`src/rtl/mem_arb_pkg.sv`:
```
// Shared types and constants for the two-port memory arbiter.
// Consumers import this package; MEM_ARB_FIXED_PRIO_EN selects the arbitration flavour.
package mem_arb_pkg;

  localparam int ARB_ADDR_W = 16;
  localparam int ARB_DATA_W = 32;

  localparam logic PORT_IFETCH = 1'b0;
  localparam logic PORT_DATA   = 1'b1;

  typedef enum logic [1:0] {
    IDLE   = 2'd0,
    ACCESS = 2'd1,
    RESP   = 2'd2
  } arb_state_t;

endpackage

```
`src/rtl/mem_arbiter_rr_pick2.sv`:
```
// Two-requester winner select. Round-robin on last_grant by default;
// fixed priority (port 0 wins ties, no last_grant) when MEM_ARB_FIXED_PRIO_EN is defined.
module rr_pick2
  import mem_arb_pkg::*;
(
  input  logic [1:0] req_valid,
`ifndef MEM_ARB_FIXED_PRIO_EN
  input  logic       last_grant,
`endif
  output logic       grant_valid,
  output logic       grant_idx
);

  always_comb begin
    grant_valid = |req_valid;
    grant_idx   = PORT_IFETCH;
`ifdef MEM_ARB_FIXED_PRIO_EN
    if (!req_valid[0] && req_valid[1]) grant_idx = PORT_DATA;
`else
    // On a tie the port that did not win last time goes next.
    if (&req_valid) grant_idx = ~last_grant;
    else if (req_valid[1]) grant_idx = PORT_DATA;
`endif
  end

endmodule

```
`src/rtl/mem_arbiter.sv`:
```
// Arbiter/sequencer for the single-port Mem_D32b_A16b memory: two requesters, one access per 3 cycles.
// MEM_ARB_FIXED_PRIO_EN selects fixed priority instead of round-robin.
//
// state  | meaning
// IDLE   | waiting for a request; req_ready offered to the winner
// ACCESS | address/data/write presented to the memory
// RESP   | read data arriving on mem_data_out; completion registered on exit
module mem_arbiter
  import mem_arb_pkg::*;
#(
  parameter int ADDR_W = ARB_ADDR_W,
  parameter int DATA_W = ARB_DATA_W
) (
  input  logic              clk,
  input  logic              reset,
  input  logic [1:0]        req_valid,
  output logic [1:0]        req_ready,
  input  logic [1:0]        req_write,
  input  logic [ADDR_W-1:0] req_address0,
  input  logic [ADDR_W-1:0] req_address1,
  input  logic [DATA_W-1:0] req_wdata0,
  input  logic [DATA_W-1:0] req_wdata1,
  output logic [1:0]        resp_valid,
  output logic [DATA_W-1:0] resp_rdata,
  output logic [ADDR_W-1:0] mem_address,
  output logic [DATA_W-1:0] mem_data_in,
  output logic              mem_write,
  input  logic [DATA_W-1:0] mem_data_out
);

  arb_state_t state;
  arb_state_t state_next;
  logic       grant_valid;
  logic       grant_idx;
  logic       accept;
  logic       lat_idx;
  logic       lat_write;

`ifdef MEM_ARB_FIXED_PRIO_EN
  rr_pick2 u_pick (
    .req_valid   (req_valid),
    .grant_valid (grant_valid),
    .grant_idx   (grant_idx)
  );
`else
  logic last_grant;

  rr_pick2 u_pick (
    .req_valid   (req_valid),
    .last_grant  (last_grant),
    .grant_valid (grant_valid),
    .grant_idx   (grant_idx)
  );
`endif

  always_ff @(posedge clk) begin
    if (reset) state <= IDLE;
    else       state <= state_next;
  end

  always_comb begin
    state_next = state;
    req_ready  = '0;
    accept     = 1'b0;
    case (state)
      IDLE: begin
        if (grant_valid && !reset) begin
          req_ready[grant_idx] = 1'b1;
          accept               = 1'b1;
          state_next           = ACCESS;
        end
      end
      ACCESS:  state_next = RESP;
      RESP:    state_next = IDLE;
      default: state_next = IDLE;
    endcase
  end

  // The memory-drive registers double as the address/wdata latches: they are
  // loaded at acceptance and simply hold through ACCESS, RESP and IDLE.
  always_ff @(posedge clk) begin
    if (reset) begin
      lat_idx     <= PORT_IFETCH;
      lat_write   <= 1'b0;
      resp_valid  <= '0;
      resp_rdata  <= '0;
      mem_address <= '0;
      mem_data_in <= '0;
      mem_write   <= 1'b0;
`ifndef MEM_ARB_FIXED_PRIO_EN
      last_grant  <= PORT_DATA;
`endif
    end else begin
      resp_valid <= '0;
      mem_write  <= 1'b0;
      if (accept) begin
        lat_idx     <= grant_idx;
        lat_write   <= req_write[grant_idx];
        mem_write   <= req_write[grant_idx];
        mem_address <= grant_idx ? req_address1 : req_address0;
        mem_data_in <= grant_idx ? req_wdata1 : req_wdata0;
`ifndef MEM_ARB_FIXED_PRIO_EN
        last_grant  <= grant_idx;
`endif
      end
      if (state == RESP) begin
        resp_valid[lat_idx] <= 1'b1;
        if (!lat_write) resp_rdata <= mem_data_out;
      end
    end
  end

endmodule
```
`config.mk`:
```
export PLATFORM = sky130hd
export DESIGN_NAME = mem_arbiter
export DESIGN_NICKNAME = d
export VERILOG_FILES = /design/src/rtl/mem_arb_pkg.sv /design/src/rtl/mem_arbiter_rr_pick2.sv /design/src/rtl/mem_arbiter.sv
export SDC_FILE = /design/constraint.sdc
export NUM_CORES = 1
export LEC_CHECK = 0
export ABC_AREA = 1
export CORE_UTILIZATION = 33
export CTS_CLUSTER_SIZE = 10
export DETAILED_ROUTE_END_ITERATION = 16
export GPL_ROUTABILITY_DRIVEN = 0
export PLACE_DENSITY = 0.71
export SYNTH_ARGS = -nofsm -noshare
export SYNTH_HDL_FRONTEND = slang
export SYNTH_SLANG_ARGS = --single-unit
```
`constraint.sdc`:
```
create_clock -name clk -period 2.1 [get_ports clk]
set_input_delay 0.42 -clock clk [delete_from_list [all_inputs] [get_ports clk]]
set_output_delay 0.42 -clock clk [all_outputs]
set_load 0.01 [all_outputs]
```
==> flow_summary.ini <==
[clock_network]
clk_latency_ps = 330
clockBufferDepth = 2
cts_buffers = 9
htreeDepth = 3
post_cts_buffers = 0
holdBufCountCts = 0
cts_tree = yes
clock-sinks = 88
clkSlewWorstSetupHoldPaths_ps = 60
cts_root_buffer = clkbuf_16

[synth]
synth_area_leaders = dfxtp_1 (46%), nand2_1 (20%), a21oi_1 (11%)
ys_warn_count = 0
synth_ff_type = dfxtp_1
synth_most_common_cell = nand2_1
syn_area_per_cell_sq_um = 6.993
synth-seq-cells = 88
synth-edff-count = 0
synth_fp_nets = 679
yosysUniqueCellTypes = 16
yosys.area.top_type = dfxtp_1
synth_common_cells = nand2_1 (200), dfxtp_1 (88), a21oi_1 (81)
seq_area_frac_synth_pct = 46.22
synth_cells = 545
async_flop_share_pct = 0
yosysTopAreaCellShare_pct = 46.22
synth_area_sq_um = 3811

[route]
top_layer = met4
antenna_left = 0
drtIter0Drc = 151
routed-wl-met2_um = 5847
drc = 0
routedLengthMet1_um = 4816
drt_wl_total_um = 11700
vias = 4145
wire_per_inst_um = 13.14
dr.pass1.iters = 4
met3_length_um = 848
vias_per_cell = 4.657

[job]
cap_violations = 0

[die]
dieArea_sq_um = 11980
ios = 219
fp-row-count = 38
start_util_pct = 34.55
core_sq_um = 11030
dieHeight_um = 109.5
die_x_um = 109.5

[power_and_ir_drop]
leakagePower_nw = 2.515
power_density_nw_per_um2 = 687.7
peakVddDrop_uv = 375.3

[placement]
post-place-ws_ps = -228.3
dp_hpwl_um = 8352
io_buffers = 218

[sta]
max_slew_margin_pct = 64.19
min_period_ps = 1996
fmax_ghz = 0.5009
rsz0062_at_grt = false
finalWorstSetupSlack_ps = 103.5
tightest_slew_ps = 537.2
fin_crit_sh_pct = 95.07
skew_ps = 8.783
holdWs_ps = 442.6
hold_viol = 0
maxSlewViolCount = 0
setup_viol = 0

[layout]
layout-drive-gt1-share_pct = 5.067
multi_input_area_sq_um = 1659
fillerInstances = 1043
num_antenna_cells = 0
area_growth_pct = 65.04
nets = 879
fin_util_pct = 57.02
regArea_sq_um = 1762

[grt]
antenna_found_initial = 0
grt_pass1_wl_um = 17710
grt_pass1_vias = 3832
track_usage_pct = 18.90
grt-ovfl-total = 0
grt_max_degree = 65

[critical_path]
cp_max_fo = 2
setup.worst_path.end_class = primary output
rr_startpoint = state[1]$_SDFFE_PP0P_
cp-startpoint = req_valid[0]
required_ps = 1680
cp.arrival_ps = 1580
worst-setup-path-type = primary input to primary output
worstSetupStartpointType = primary input

[status]
status = complete, no violations

[hold_path]
hold_path.startpoint = resp_rdata[12]$_SDFFE_PP0P_
hold_class = flip-flop to flip-flop
==> sequential cells by signal, indices dropped and copies added, names as in the netlist <==
name and count:
lat_write 1, state 2, resp_valid 2, last_grant 1
mem_data_in 32, resp_rdata 32, lat_idx 1, mem_write 1
mem_address 16
==> final cells by class <==
| class | count | share of cell area, % |
|---|---|---|
| Clock buffer | 9 | 3.581 |
| Clock inverter | 7 | 1.114 |
| Inverter | 38 | 2.268 |
| Multi-Input combinational cell | 378 | 26.38 |
| Sequential cell | 88 | 28.01 |
| Tap cell | 140 | 2.785 |
| Timing Repair Buffer | 230 | 35.87 |
==> critical path, stage by stage <==
cell and delay (ps):
clkdlybuf4s50_1 540, nand2_2 80, nand2_2 60, inv_1 50, nand2_1 90, inv_1 40, dlygate4sd2_1 280
==> report_power, final <==
part | switching, W | internal (W)
registers | 0.0000534 | 0.00178
logic | 0.000415 | 0.000508
clock network | 0.000650 | 0.000923
==> kinds of logic (layout without fill, tap and decap cells) <==
kind of cell / count (synthesis) / in the layout / share of synthesized area [%]
AOI/OAI and AO/OA: 114 / 114 / 14.97
buffers and inverters: 79 / 284 / 10.31
DFF: 88 / 88 / 46.22
and+or+nand+nor: 264 / 264 / 28.50
==> what timing repair did <==
| item | CTS | global route |
|---|---|---|
| setup endpoints to repair | 2 | 1 |
| gates resized for setup | 2 | 2 |
| cloned | 0 | 0 |
==> cells in the final DEF (no fill, tap or decap) <==
cell / synthesis / routed
clkdlybuf4s50_1: 0 / 214
nand3b_2: 1 / 1
nor2_4: 2 / 2
nor2_1: 6 / 6
nand2_2: 2 / 3
inv_6: 0 / 2
clkbuf_16: 0 / 9
a21oi_1: 81 / 81
dfxtp_1: 88 / 88
clkbuf_2: 0 / 1
nand2_1: 200 / 199
clkinvlp_4: 0 / 1
clkinv_2: 0 / 3
nor3_1: 1 / 1
nor2_2: 1 / 1
bufinv_16: 0 / 1
o21ai_0: 33 / 33
dlygate4sd2_1: 0 / 1
nand3_1: 51 / 51
buf_2: 8 / 2
buf_4: 11 / 12
inv_1: 38 / 38
==> per-stage QoR <==
stage | power (W) | instance area [sq um] | cells | TNS, ps
floorplan | 0.002288 | 3811 | 545 | 0
global placement | 0.002776 | 6001 | 874 | -325.5
detailed placement | 0.002798 | 6001 | 874 | -358.2
CTS | 0.004396 | 6294 | 890 | 0
global route | 0.004551 | 6290 | 890 | 0
finish | 0.004326 | 6290 | 890 | 0
==> layer usage <==
| layer | up-vias | track usage, % |
|---|---|---|
| met2 | 138 | 34.95 |
| li1 | 2133 | - |
| met3 | 12 | 4.209 |
| met4 | 0 | 8.000 |
| met5 | - | 0 |
| met1 | 1862 | 20.62 |
==> worst paths after layout <==
kind / to / slack, ps / cells after the start
max: req_ready[1] / 100 / 7
min: resp_rdata[12]$_SDFFE_PP0P_ / 440 / 2
max reg2reg: lat_write$_SDFFE_PP0P_ / 620 / 6
min reg2reg: resp_rdata[12]$_SDFFE_PP0P_ / 440 / 2
Note: power is estimated with default switching activity, not from simulation.
